--- src/rtl/knight_anim_seq.sv ---
// Knight animation sequencer: turns per-frame player status, facing and life into a
// registered sprite animation ID / frame index plus mirror, visibility and attack pulses.
module knight_anim_seq #(
  parameter int unsigned IDLE_TICKS = 8,
  parameter int unsigned WALK_TICKS = 4,
  parameter int unsigned JUMP_TICKS = 4,
  parameter int unsigned FALL_TICKS = 6,
  parameter int unsigned ATK_TICKS  = 3,
  parameter int unsigned DEAD_TICKS = 8,
  parameter int unsigned INVULN_LEN = 48
) (
  input  logic       frame_clk,
  input  logic       Reset_n,
  input  logic [3:0] Player_Status,
  input  logic [3:0] Player_Life,
  input  logic       Inverse,
  output logic [2:0] Anim_ID,
  output logic [2:0] Frame_Index,
  output logic [5:0] Frame_Addr,
  output logic       Mirror,
  output logic       Visible,
  output logic       Attack_Strike,
  output logic       Anim_Done
);

  localparam int unsigned InvW = (INVULN_LEN < 8) ? 3 : $clog2(INVULN_LEN + 1);

  typedef enum logic [2:0] {
    AnimIdle   = 3'd0,
    AnimWalk   = 3'd1,
    AnimJump   = 3'd2,
    AnimFall   = 3'd3,
    AnimAttack = 3'd4,
    AnimDead   = 3'd5
  } anim_e;

  anim_e            anim_q, anim_d, req;
  logic [2:0]       frame_q, frame_d;
  logic [3:0]       tick_q, tick_d;
  logic [3:0]       prev_life_q;
  logic [InvW-1:0]  inv_q, inv_d;
  logic             mirror_q, mirror_d;
  logic             visible_q, visible_d;
  logic             strike_q, strike_d;
  logic             done_q, done_d;
  logic             tick_end, at_last, hit;

  function automatic logic [3:0] tick_last(anim_e a);
    case (a)
      AnimIdle:   return 4'(IDLE_TICKS - 1);
      AnimWalk:   return 4'(WALK_TICKS - 1);
      AnimJump:   return 4'(JUMP_TICKS - 1);
      AnimFall:   return 4'(FALL_TICKS - 1);
      AnimAttack: return 4'(ATK_TICKS - 1);
      default:    return 4'(DEAD_TICKS - 1);
    endcase
  endfunction

  function automatic logic [2:0] frame_last(anim_e a);
    case (a)
      AnimIdle:   return 3'd3;
      AnimWalk:   return 3'd5;
      AnimJump:   return 3'd2;
      AnimFall:   return 3'd1;
      AnimAttack: return 3'd4;
      default:    return 3'd3;
    endcase
  endfunction

  function automatic logic is_hold(anim_e a);
    return (a == AnimJump) || (a == AnimDead);
  endfunction

  always_comb begin
    case (Player_Status)
      4'd1:    req = AnimWalk;
      4'd2:    req = AnimJump;
      4'd3:    req = AnimFall;
      4'd4:    req = AnimAttack;
      default: req = AnimIdle;
    endcase
    if (Player_Life == 4'd0) req = AnimDead;

    anim_d   = anim_q;
    frame_d  = frame_q;
    tick_d   = tick_q;
    strike_d = 1'b0;
    done_d   = 1'b0;
    tick_end = (tick_q == tick_last(anim_q));
    at_last  = (frame_q == frame_last(anim_q));

    if (req == AnimDead && anim_q != AnimDead) begin
      // Death preempts everything, including a locked attack.
      anim_d  = AnimDead;
      frame_d = 3'd0;
      tick_d  = 4'd0;
    end else if (anim_q == AnimAttack) begin
      if (tick_end) begin
        tick_d = 4'd0;
        if (at_last) begin
          done_d  = 1'b1;
          anim_d  = req;
          frame_d = 3'd0;
        end else begin
          frame_d  = frame_q + 3'd1;
          strike_d = (frame_q == 3'd1);
        end
      end else begin
        tick_d = tick_q + 4'd1;
      end
    end else if (anim_q != AnimDead && req != anim_q) begin
      anim_d  = req;
      frame_d = 3'd0;
      tick_d  = 4'd0;
    end else if (is_hold(anim_q) && at_last) begin
      tick_d = 4'd0;
    end else if (tick_end) begin
      tick_d  = 4'd0;
      frame_d = at_last ? 3'd0 : frame_q + 3'd1;
    end else begin
      tick_d = tick_q + 4'd1;
    end

    // Facing is frozen for the duration of an attack; a restarted attack re-latches it.
    mirror_d = mirror_q;
    if (anim_d == AnimDead) begin
      mirror_d = 1'b0;
    end else if (anim_d != AnimAttack || anim_q != AnimAttack || done_d) begin
      mirror_d = Inverse;
    end

    hit = (Player_Life < prev_life_q) && (Player_Life != 4'd0);
    if (hit) begin
      inv_d = InvW'(INVULN_LEN);
    end else if (inv_q != '0) begin
      inv_d = inv_q - InvW'(1);
    end else begin
      inv_d = '0;
    end
    visible_d = (anim_d == AnimDead) || (inv_d == '0) || !inv_d[2];
  end

  always_ff @(posedge frame_clk or negedge Reset_n) begin
    if (!Reset_n) begin
      anim_q      <= AnimIdle;
      frame_q     <= 3'd0;
      tick_q      <= 4'd0;
      prev_life_q <= 4'd0;
      inv_q       <= '0;
      mirror_q    <= 1'b0;
      visible_q   <= 1'b1;
      strike_q    <= 1'b0;
      done_q      <= 1'b0;
    end else begin
      anim_q      <= anim_d;
      frame_q     <= frame_d;
      tick_q      <= tick_d;
      prev_life_q <= Player_Life;
      inv_q       <= inv_d;
      mirror_q    <= mirror_d;
      visible_q   <= visible_d;
      strike_q    <= strike_d;
      done_q      <= done_d;
    end
  end

  assign Anim_ID       = anim_q;
  assign Frame_Index   = frame_q;
  assign Frame_Addr    = {anim_q, frame_q};
  assign Mirror        = mirror_q;
  assign Visible       = visible_q;
  assign Attack_Strike = strike_q;
  assign Anim_Done     = done_q;

endmodule

--- config.mk ---
export PLATFORM = sky130hd
export DESIGN_NAME = knight_anim_seq
export DESIGN_NICKNAME = d
export VERILOG_FILES = /design/src/rtl/knight_anim_seq.sv
export SDC_FILE = /design/constraint.sdc
export NUM_CORES = 1
export LEC_CHECK = 0
export ABC_AREA = 1
export CAP_MARGIN = 20
export CORE_MARGIN = 8
export CORE_UTILIZATION = 52
export DETAILED_ROUTE_END_ITERATION = 8
export GPL_TIMING_DRIVEN = 0
export HOLD_SLACK_MARGIN = 0.03
export PLACE_DENSITY = 0.83
export SLEW_MARGIN = 25
export SYNTH_ARGS = -nofsm -noshare
export SYNTH_HDL_FRONTEND = slang
export SYNTH_SLANG_ARGS = --single-unit
--- constraint.sdc ---
create_clock -name frame_clk -period 2.27 [get_ports frame_clk]
set_clock_uncertainty 0.05 [all_clocks]
set_input_delay 0.3405 -clock frame_clk [delete_from_list [all_inputs] [get_ports frame_clk]]
set_output_delay 0.3405 -clock frame_clk [all_outputs]
set_load 0.005 [all_outputs]
==> results of run 1 <==
power groups by stage:
stage / clock [uW] / sequential (uW) / combinational (uW)
after floorplan: 0 / 669 / 905
after global placement: 0 / 681 / 1260
after detailed placement: 0 / 688 / 1290
after CTS: 231 / 681 / 1290
after global routing: 246 / 698 / 1470
final: 226 / 679 / 1290
state kept, by name (all words and copies together) (netlist names):
name	count
Anim_ID	3
Anim_Done	1
Attack_Strike	1
Mirror	1
prev_life_q	4
tick_q	4
inv_q	6
Frame_Index	3
Visible	1
worst paths after layout:
check	startpoint	endpoint	slack [ps]	cells after the start
min	Player_Life[0]	prev_life_q[0]	470	1
min in group asynchronous	Reset_n	tick_q[3]	480	2
max in group asynchronous	Reset_n	Visible	1330	2
min reg2reg	tick_q[0]	tick_q[0]	470	1
max	Anim_ID[1]	Mirror	290	12
max reg2reg	Anim_ID[1]	Mirror	290	12
metrics by stage:
stage	power (uW)	setup slack [ps]	hold WS (ps)	util, %
floorplan	1570	606	-5.09	-
global placement	1940	148	429	63.1
detailed placement	1980	66.3	306	63.0
CTS	2210	302	465	64.5
global route	2410	115	468	64.5
finish	2190	292	466	64.5
metal layers:
metal  wire [microns]  global-route usage (%)
met2             1630                    25.6
met1             1430                    15.5
met4               15                    4.16
met5                0                       0
met3              181                    3.81
final cells by class:
class | count | area, sq um | area share, %
tap | 33 | 41.3 | 2.17
timing repair buffer | 27 | 265 | 13.9
buffer | 6 | 45.0 | 2.36
inverter | 35 | 131 | 6.89
clock buffer | 4 | 36.3 | 1.90
multi-input combinational | 137 | 785 | 41.2
sequential | 24 | 602 | 31.6
kinds of logic after synthesis:
logic type	Yosys count
flops	24
xor+xnor	8
buf+inv	41
fa+ha+maj	8
simple gates	105
compound gates	16
cell usage after synthesis (all sizes together):
cell type,number
nand2,56
inv,35
dfrtp,23
nand3,19
nor2,17
a21oi,8
ha,8
buf,6
o21ai,6
xor2,6
nor3,4
nand4,3
nor4,3
nand3b,2
o211ai,2
xnor2,2
dfstp,1
or2,1
layout by cell type (no fill, tap or decap), drive strengths merged, types with 4 or more instances in the layout:
master and count:
dfrtp 23, nand3 19, nor3 4, a21oi 8, buf 7, nand2 56
ha 8, clkdlybuf4s50 25, inv 35, o21ai 6, nor2 17, xor2 6
clkbuf 4
timing repair:
action	4_1_cts	5_1_grt
endpoints found under the hold margin	23	0
setup endpoints to repair	0	0
hold buffers	1	0
==> impl_metrics.csv, run 1 <==
group,metric,value,unit
outcome,status,"finished, final reports clean",
final_layout,instances_no_fill,266,
die,die_h,70.8,microns
timing,setup_viol,0,
place,dpl_cell_area,1860,sq um
power_and_ir_drop,p_sw_share,44.7,%
final_layout,syn_to_final_growth,21.9,%
place,portBuffers,26,
yosys,ys_ff_latch,24,
place,place_congestion,0.928,
die,die_area,5020,sq um
critical_path,worst_path_dominant_cell_family,"simple AND/OR/NAND/NOR gates",
critical_path,path_max_fanout,8,
grt,grt_pass1_wl,5840,microns
timing,fin_crit_sh,87.2,%
yosys,synthAdderAreaFrac,6.41,%
yosys,synth_top_area_cell,"dfrtp_1",
cts,cts_buffers,3,
critical_path,cp_slowest_cell,"dfrtp_1",
final_layout,layout.nets,253,
critical_path,path_common_cell,"nand2_1",
routing,routedWlPerCell,12.2,microns
min_path,hold_path.class,"input port to register",
die,rows,20,
yosys,synth_top_area_share,36.8,%
grt,overflow,0,
routing,drt_iter0_drc,65,
yosys,synth_compound_area_share,6.16,%
yosys,syn_avg_cell_area,7.74,sq um
yosys,synthMuxAreaShare,0,%
yosys,synth_top_family_by_area,"simple AND/OR/NAND/NOR gates",
timing,hold_viol_final,0,
yosys,synthesis.area,1560,sq um
yosys,synth.area.top_cells,"dfrtp_1 (37%), nand2_1 (11%), inv_1 (7.7%)",
cts,htree_levels,1,
critical_path,worstSetupStartpointType,"register",
routing,viasPerCell,4.93,
cts,cts_buffer_depth,2,
power_and_ir_drop,vdd_drop_max,0.000612,V
power_and_ir_drop,p_leak,0.000993,uW
cts,cts_setup_buffers,0,
final_layout,final_area,1910,sq um
routing,drc,0,
final_layout,fillers,273,
final_layout,drive_above_1_share,13.7,%
timing,final_max_slew_viol_count,0,
timing,slew_headroom,64.4,%
power_and_ir_drop,seq_power_share,30.9,%
cts,clock-sinks,24,
run,maxCapViolCount,0,
timing,final.min_clock_period,1980,ps
power_and_ir_drop,combPwrFrac,58.8,%
critical_path,cp.required,2430,ps
final_layout,antennaDiodeCount,0,
routing,dr.pass1.iters,4,
yosys,yosys.area_share.xor_xnor,4.48,%
timing,max_freq,505,MHz
critical_path,critPathBufInv,2,
power_and_ir_drop,pwr-share-clk,10.3,%
critical_path,worstPathArrival,2140,ps
place,dp_cells,261,
yosys,yosysUniqueCellTypes,26,
power_and_ir_drop,power_density,1150,nW/um^2
yosys,ys_warn_count,0,
cts,path_clk_slew,130,ps
yosys,synth_cells,202,
grt,grt_pass1_vias,1397,
yosys,yosys.area_share.simple,33.1,%
yosys,synth_nets,221,
power_and_ir_drop,switchingPower,981,uW
routing,dr_total_vias,1312,
die,dieWidth,70.8,microns
die,ios,27,
routing,ant_nets,0,
critical_path,slowest_delay,490,ps
critical_path,critPathKind,"register to register",
timing,worstMarginPinSlew,535,ps
cts,cts_tree,"built",
place,place_hpwl,2590,microns
timing,finalSetupTns,0,ps
grt,grt_max_degree,25,
cts,ctsResizeCount,0,
yosys,ys_seq_area_share,38.5,%
grt,antenna_found_initial,0,
die,start_util,52.9,%
critical_path,critPathCaptureType,"register",
routing,drt-total-wl,3260,microns
timing,rsz0062_at_grt,"no",
cts,clock-root-buffer,"clkbuf_4",
grt,grt_use_total,14.1,%
critical_path,crit_path_cell_trace,"inv_2 > nand2_1 > nor2_2 > nand2_1 > nand2_1 > nand2_1 > nor2_4 > nand3_1 > nand4_1 > inv_1 > nand2_1 > nand2_1",
power_and_ir_drop,p_int,1210,uW
die,core_area,2950,sq um
cts,clk_latency,310,ps
Power figures use the tool's default switching activity.
==> run 2, diff against run 1 <==
Settings changed: SLEW_MARGIN 25 to unset.
==> run 2 against run 1 <==
Critical endpoint unchanged. Global-route usage rose by 0.059 points. Non-clock buffer count did not move. Critical path type unchanged. Utilization rose by 0.34 points.
==> impl_metrics.csv, run 2 (synthesis results as in run 1) <==
group,metric,value,unit
outcome,status,"finished, final reports clean",
die,rows,20,
critical_path,worstSetupStartpointType,"register",
final_layout,syn_to_final_growth,22.6,%
timing,max_freq,507,MHz
power_and_ir_drop,p_sw_share,44.6,%
grt,overflow,0,
final_layout,regMostFlops,"inv_q",
grt,grt_use_total,14.1,%
critical_path,worst_path_dominant_cell_family,"simple AND/OR/NAND/NOR gates",
grt,grt_max_degree,25,
place,place_congestion,0.928,
timing,worstMarginPinSlew,632,ps
die,start_util,52.9,%
cts,cts_setup_buffers,0,
routing,dr.pass1.iters,4,
cts,htree_levels,1,
timing,final.min_clock_period,1970,ps
critical_path,critPathCaptureType,"register",
final_layout,layout.nets,253,
final_layout,final_area,1920,sq um
final_layout,drive_above_1_share,13.7,%
routing,drt_iter0_drc,73,
cts,path_clk_slew,130,ps
die,core_area,2950,sq um
die,die_area,5020,sq um
timing,final_max_slew_viol_count,0,
cts,hold_buffers,0,
power_and_ir_drop,seq_power_share,31.0,%
final_layout,multi_input_area,785,sq um
power_and_ir_drop,power_density,1140,nW/um^2
routing,drc,0,
cts,cts_buffers,3,
min_path,hold_path.class,"input port to async pin",
power_and_ir_drop,pwr-share-clk,10.1,%
critical_path,path_common_cell,"nand2_1",
critical_path,cp_slowest_cell,"dfrtp_1",
cts,clk_latency,310,ps
cts,clock-root-buffer,"clkbuf_4",
final_layout,seq_area,602,sq um
timing,setup_viol,0,
power_and_ir_drop,vdd_drop_max,0.000601,V
cts,ctsResizeCount,0,
timing,finalSetupTns,0,ps
grt,grt_pass1_wl,5840,microns
critical_path,slowest_delay,490,ps
cts,cts_buffer_depth,2,
grt,grt_pass1_vias,1394,
power_and_ir_drop,p_leak,0.000996,uW
critical_path,worstPathArrival,2140,ps
grt,antenna_found_initial,0,
place,place_hpwl,2590,microns
die,ios,27,
routing,drt-total-wl,3290,microns
routing,ant_nets,0,
place,portBuffers,26,
routing,dr_total_vias,1318,
critical_path,crit_path_cell_trace,"inv_2 > nand2_1 > nor2_2 > nand2_1 > nand2_1 > nand2_1 > nor2_4 > nand3_1 > nand4_1 > inv_1 > nand2_1 > nand2_1",
final_layout,layout_common_cells,"nand2_1 (47), inv_1 (32), clkdlybuf4s50_1 (26)",
routing,routedWlPerCell,12.4,microns
critical_path,critPathBufInv,2,
power_and_ir_drop,combPwrFrac,58.9,%
die,dieWidth,70.8,microns
run,maxCapViolCount,0,
final_layout,fillers,270,
critical_path,cp.required,2430,ps
final_layout,largest_register_ffs,6,
timing,hold_viol_final,0,
power_and_ir_drop,switchingPower,977,uW
critical_path,critPathKind,"register to register",
timing,fin_crit_sh,86.9,%
final_layout,final_common_cell,"nand2_1",
power_and_ir_drop,p_int,1220,uW
cts,cts_tree,"built",
critical_path,path_max_fanout,8,
timing,slew_headroom,57.7,%
cts,clock-sinks,24,
routing,viasPerCell,4.95,
final_layout,antennaDiodeCount,0,
die,die_h,70.8,microns
timing,rsz0062_at_grt,"no",
place,dpl_cell_area,1860,sq um
final_layout,reg.largest.list,"inv_q (6), prev_life_q (4), tick_q (4)",
-- run 2: routing by layer --
| metal | part of all wire, % | wire length (microns) | up-vias | global-route usage, % |
|---|---|---|---|---|
| li1 | - | - | 696 | - |
| met1 | 44 | 1450 | 597 | 15.7 |
| met2 | 50 | 1640 | 21 | 25.3 |
| met3 | 4.6 | 150 | 4 | 3.81 |
| met4 | 1.2 | 40 | 0 | 4.62 |
| met5 | 0 | 0 | - | 0 |
-- run 2: path summary, 6_finish.rpt --
path                            start             to  slack, ps  cells after the start
min                           Reset_n  Attack_Strike        360                      1
max reg2reg                Anim_ID[1]         Mirror        300                     12
min in group frame_clk      tick_q[0]      tick_q[0]        470                      1
max in group asynchronous     Reset_n        Visible       1220                      2
max                        Anim_ID[1]         Mirror        300                     12
min reg2reg                 tick_q[0]      tick_q[0]        470                      1
-- run 2: layout make-up --
cell class / count / area share [%]
buffer: 6 / 2.35
clock buffer: 4 / 1.89
inverter: 35 / 6.86
multi-input combinational: 137 / 41.0
sequential: 24 / 31.4
tap: 33 / 2.16
timing repair buffer: 27 / 14.4
-- run 2: power by group through the flow --
stage               registers, uW  clock network, uW  logic [uW]
global placement              681                  0        1260
floorplan                     669                  0         905
CTS                           681                231        1290
detailed placement            688                  0        1290
finish                        679                221        1290
global route                  698                246        1470
-- run 2: stage by stage --
stage	setup WS [ps]	power, uW	utilization [%]	cells	hold WS, ps
3_5_place_dp	66.3	1980	63.1	261	462
4_1_cts	302	2210	64.4	265	465
5_1_grt	118	2410	64.9	266	398
3_3_place_gp	148	1940	63.1	261	429
6_report	297	2190	64.9	266	359
2_1_floorplan	606	1570	-	202	-5.09
==> run 3, diff against run 2 <==
Settings changed: CORE_ASPECT_RATIO set to 1.5.
==> run 3 against run 2 <==
Setup slack better by 47 ps. Final cell count rose by 2.3%. Count of clock-buffer cells in the layout decreased by 1. Total power grew 5.9%. Utilization rose by 3.5 points. Final area grew 2.9%. Sequential share of layout area fell by 0.88 points. Die area rose by 0.72%. Critical path type unchanged. Critical endpoint unchanged.
==> impl_metrics.csv, run 3 (synthesis results as in run 1) <==
group,metric,value,unit
outcome,status,"finished, final reports clean",
timing,fin_crit_sh,84.8,%
place,place_hpwl,2590,microns
critical_path,path_max_fanout,8,
final_layout,layout_common_cells,"nand2_1 (47), inv_1 (32), clkdlybuf4s50_1 (26)",
power_and_ir_drop,power_density,1180,nW/um^2
critical_path,cp_slowest_cell,"dfrtp_1",
critical_path,slowest_delay,490,ps
cts,clock-root-buffer,"clkbuf_8",
critical_path,critPathKind,"register to register",
critical_path,critPathCaptureType,"register",
die,rows,24,
critical_path,rr_endpoint,"Mirror",
cts,cts_buffers,3,
timing,final.min_clock_period,1930,ps
die,start_util,54.2,%
cts,clock-sinks,24,
routing,routedWlPerCell,11.7,microns
routing,dr.pass1.iters,4,
die,ios,27,
grt,grt_pass1_wl,5440,microns
final_layout,final_common_cell,"nand2_1",
critical_path,crit_path_cell_trace,"inv_2 > nand2_1 > nor2_2 > nand2_1 > nand2_1 > nand2_1 > nor2_4 > nand3_1 > nand4_1 > nand2_1 > inv_1 > nand2_1 > nand2_1",
min_path,hold_path.class,"input port to async pin",
critical_path,crit_end,"Mirror",
timing,final_max_slew_viol_count,0,
die,core_area,2880,sq um
timing,hold_viol_final,0,
cts,cts_buffer_depth,2,
die,die_area,5050,sq um
cts,path_clk_slew,80,ps
final_layout,drive_above_1_share,13.7,%
cts,htree_levels,1,
timing,rsz0062_at_grt,"no",
die,die_h,83.1,microns
critical_path,worstPathArrival,2090,ps
grt,grt_max_degree,25,
place,portBuffers,26,
routing,dr_total_vias,1345,
final_layout,antennaDiodeCount,0,
critical_path,ff2ff_path_depth,13,
grt,grt_use_total,13.3,%
final_layout,layout.nets,253,
critical_path,r2r-start,"Anim_ID[1]",
critical_path,worstSetupStartpointType,"register",
timing,setup_viol,0,
die,dieWidth,60.8,microns
cts,cts_setup_buffers,0,
place,dp_cells,267,
critical_path,crit_start,"Anim_ID[1]",
timing,worstMarginPinSlew,365,ps
cts,hold_buffers,0,
timing,max_freq,519,MHz
final_layout,reg.largest.list,"inv_q (6), prev_life_q (4), tick_q (4)",
final_layout,largest_register_ffs,6,
timing,slew_headroom,75.6,%
cts,cts_tree,"built",
routing,ant_nets,0,
cts,clk_latency,260,ps
power_and_ir_drop,p_leak,0.00102,uW
routing,viasPerCell,4.94,
final_layout,regMostFlops,"inv_q",
run,maxCapViolCount,0,
routing,drc,0,
critical_path,cp.required,2430,ps
routing,drt_iter0_drc,32,
power_and_ir_drop,vdd_drop_max,0.000662,V
grt,antenna_found_initial,0,
timing,finalSetupTns,0,ps
grt,overflow,0,
grt,grt_pass1_vias,1350,
critical_path,regToRegSetupSlack,340,ps
final_layout,instances_no_fill,272,
critical_path,path_common_cell,"nand2_1",
cts,ctsResizeCount,0,
place,place_congestion,0.883,
final_layout,syn_to_final_growth,26.1,%
routing,drt-total-wl,3170,microns
run 3: cell types whose count changed in the layout (fill, tap and decap cells not counted):
cell,change
bufinv_16,+1
buf_8,-1
clkbuf_4,-3
clkbuf_8,+2
buf_16,+1
run 3: worst min-delay path by stage:
stage | from | depth (start not counted) | endpoint | slack, ps
3_5_place_dp | Mirror | 2 | Mirror | 410
3_3_place_gp | Mirror | 2 | Mirror | 410
5_1_grt | Reset_n | 1 | Anim_Done | 320
6_report | Reset_n | 1 | Frame_Index[0] | 300
4_1_cts | Mirror | 2 | Mirror | 440
2_1_floorplan | Reset_n | 0 | Anim_Done | -5
run 3: critical path: cells and delay by family (launching register included):
family                 cells  cell delay [ps]
AND/OR/NAND/NOR           11             1150
flip-flops                 1              490
buffers and inverters      2              180
run 3: per-stage QoR:
step	hold WS (ps)	instance area, sq um	total power (uW)	utilization, %	setup WS [ps]
2_1_floorplan	-5.09	1560	1570	-	606
3_3_place_gp	414	1870	1940	64.9	192
3_5_place_dp	415	1870	1970	64.9	167
4_1_cts	438	1940	2350	67.4	320
5_1_grt	321	1970	2540	68.4	69.1
6_report	301	1970	2320	68.4	344
run 3: layout make-up:
| class | instances | area [sq um] |
|---|---|---|
| clock buffer | 3 | 41.3 |
| timing repair buffer | 27 | 288 |
| sequential | 24 | 602 |
| fill | 252 | 912 |
| multi-input combinational | 137 | 785 |
| tap | 39 | 48.8 |
| buffer | 6 | 45.0 |
| clock inverter | 1 | 30.0 |
| inverter | 35 | 131 |
run 3: routing by layer:
layer  vias to the layer above  track usage (%)  share of wire [%]
li1                        696                -                  -
met1                       615             14.2                 39
met2                        26             24.2                 55
met3                         8             1.70                4.4
met4                         0             5.54                1.8
met5                         -                0                  0
run 3: where the power goes:
part	leakage (uW)	internal, uW	switching [uW]	total [uW]
Clock	0.0000357	236	132	368
Combinational	0.000685	565	710	1280
Sequential	0.000296	557	122	680
Total	0.00102	1360	965	2320
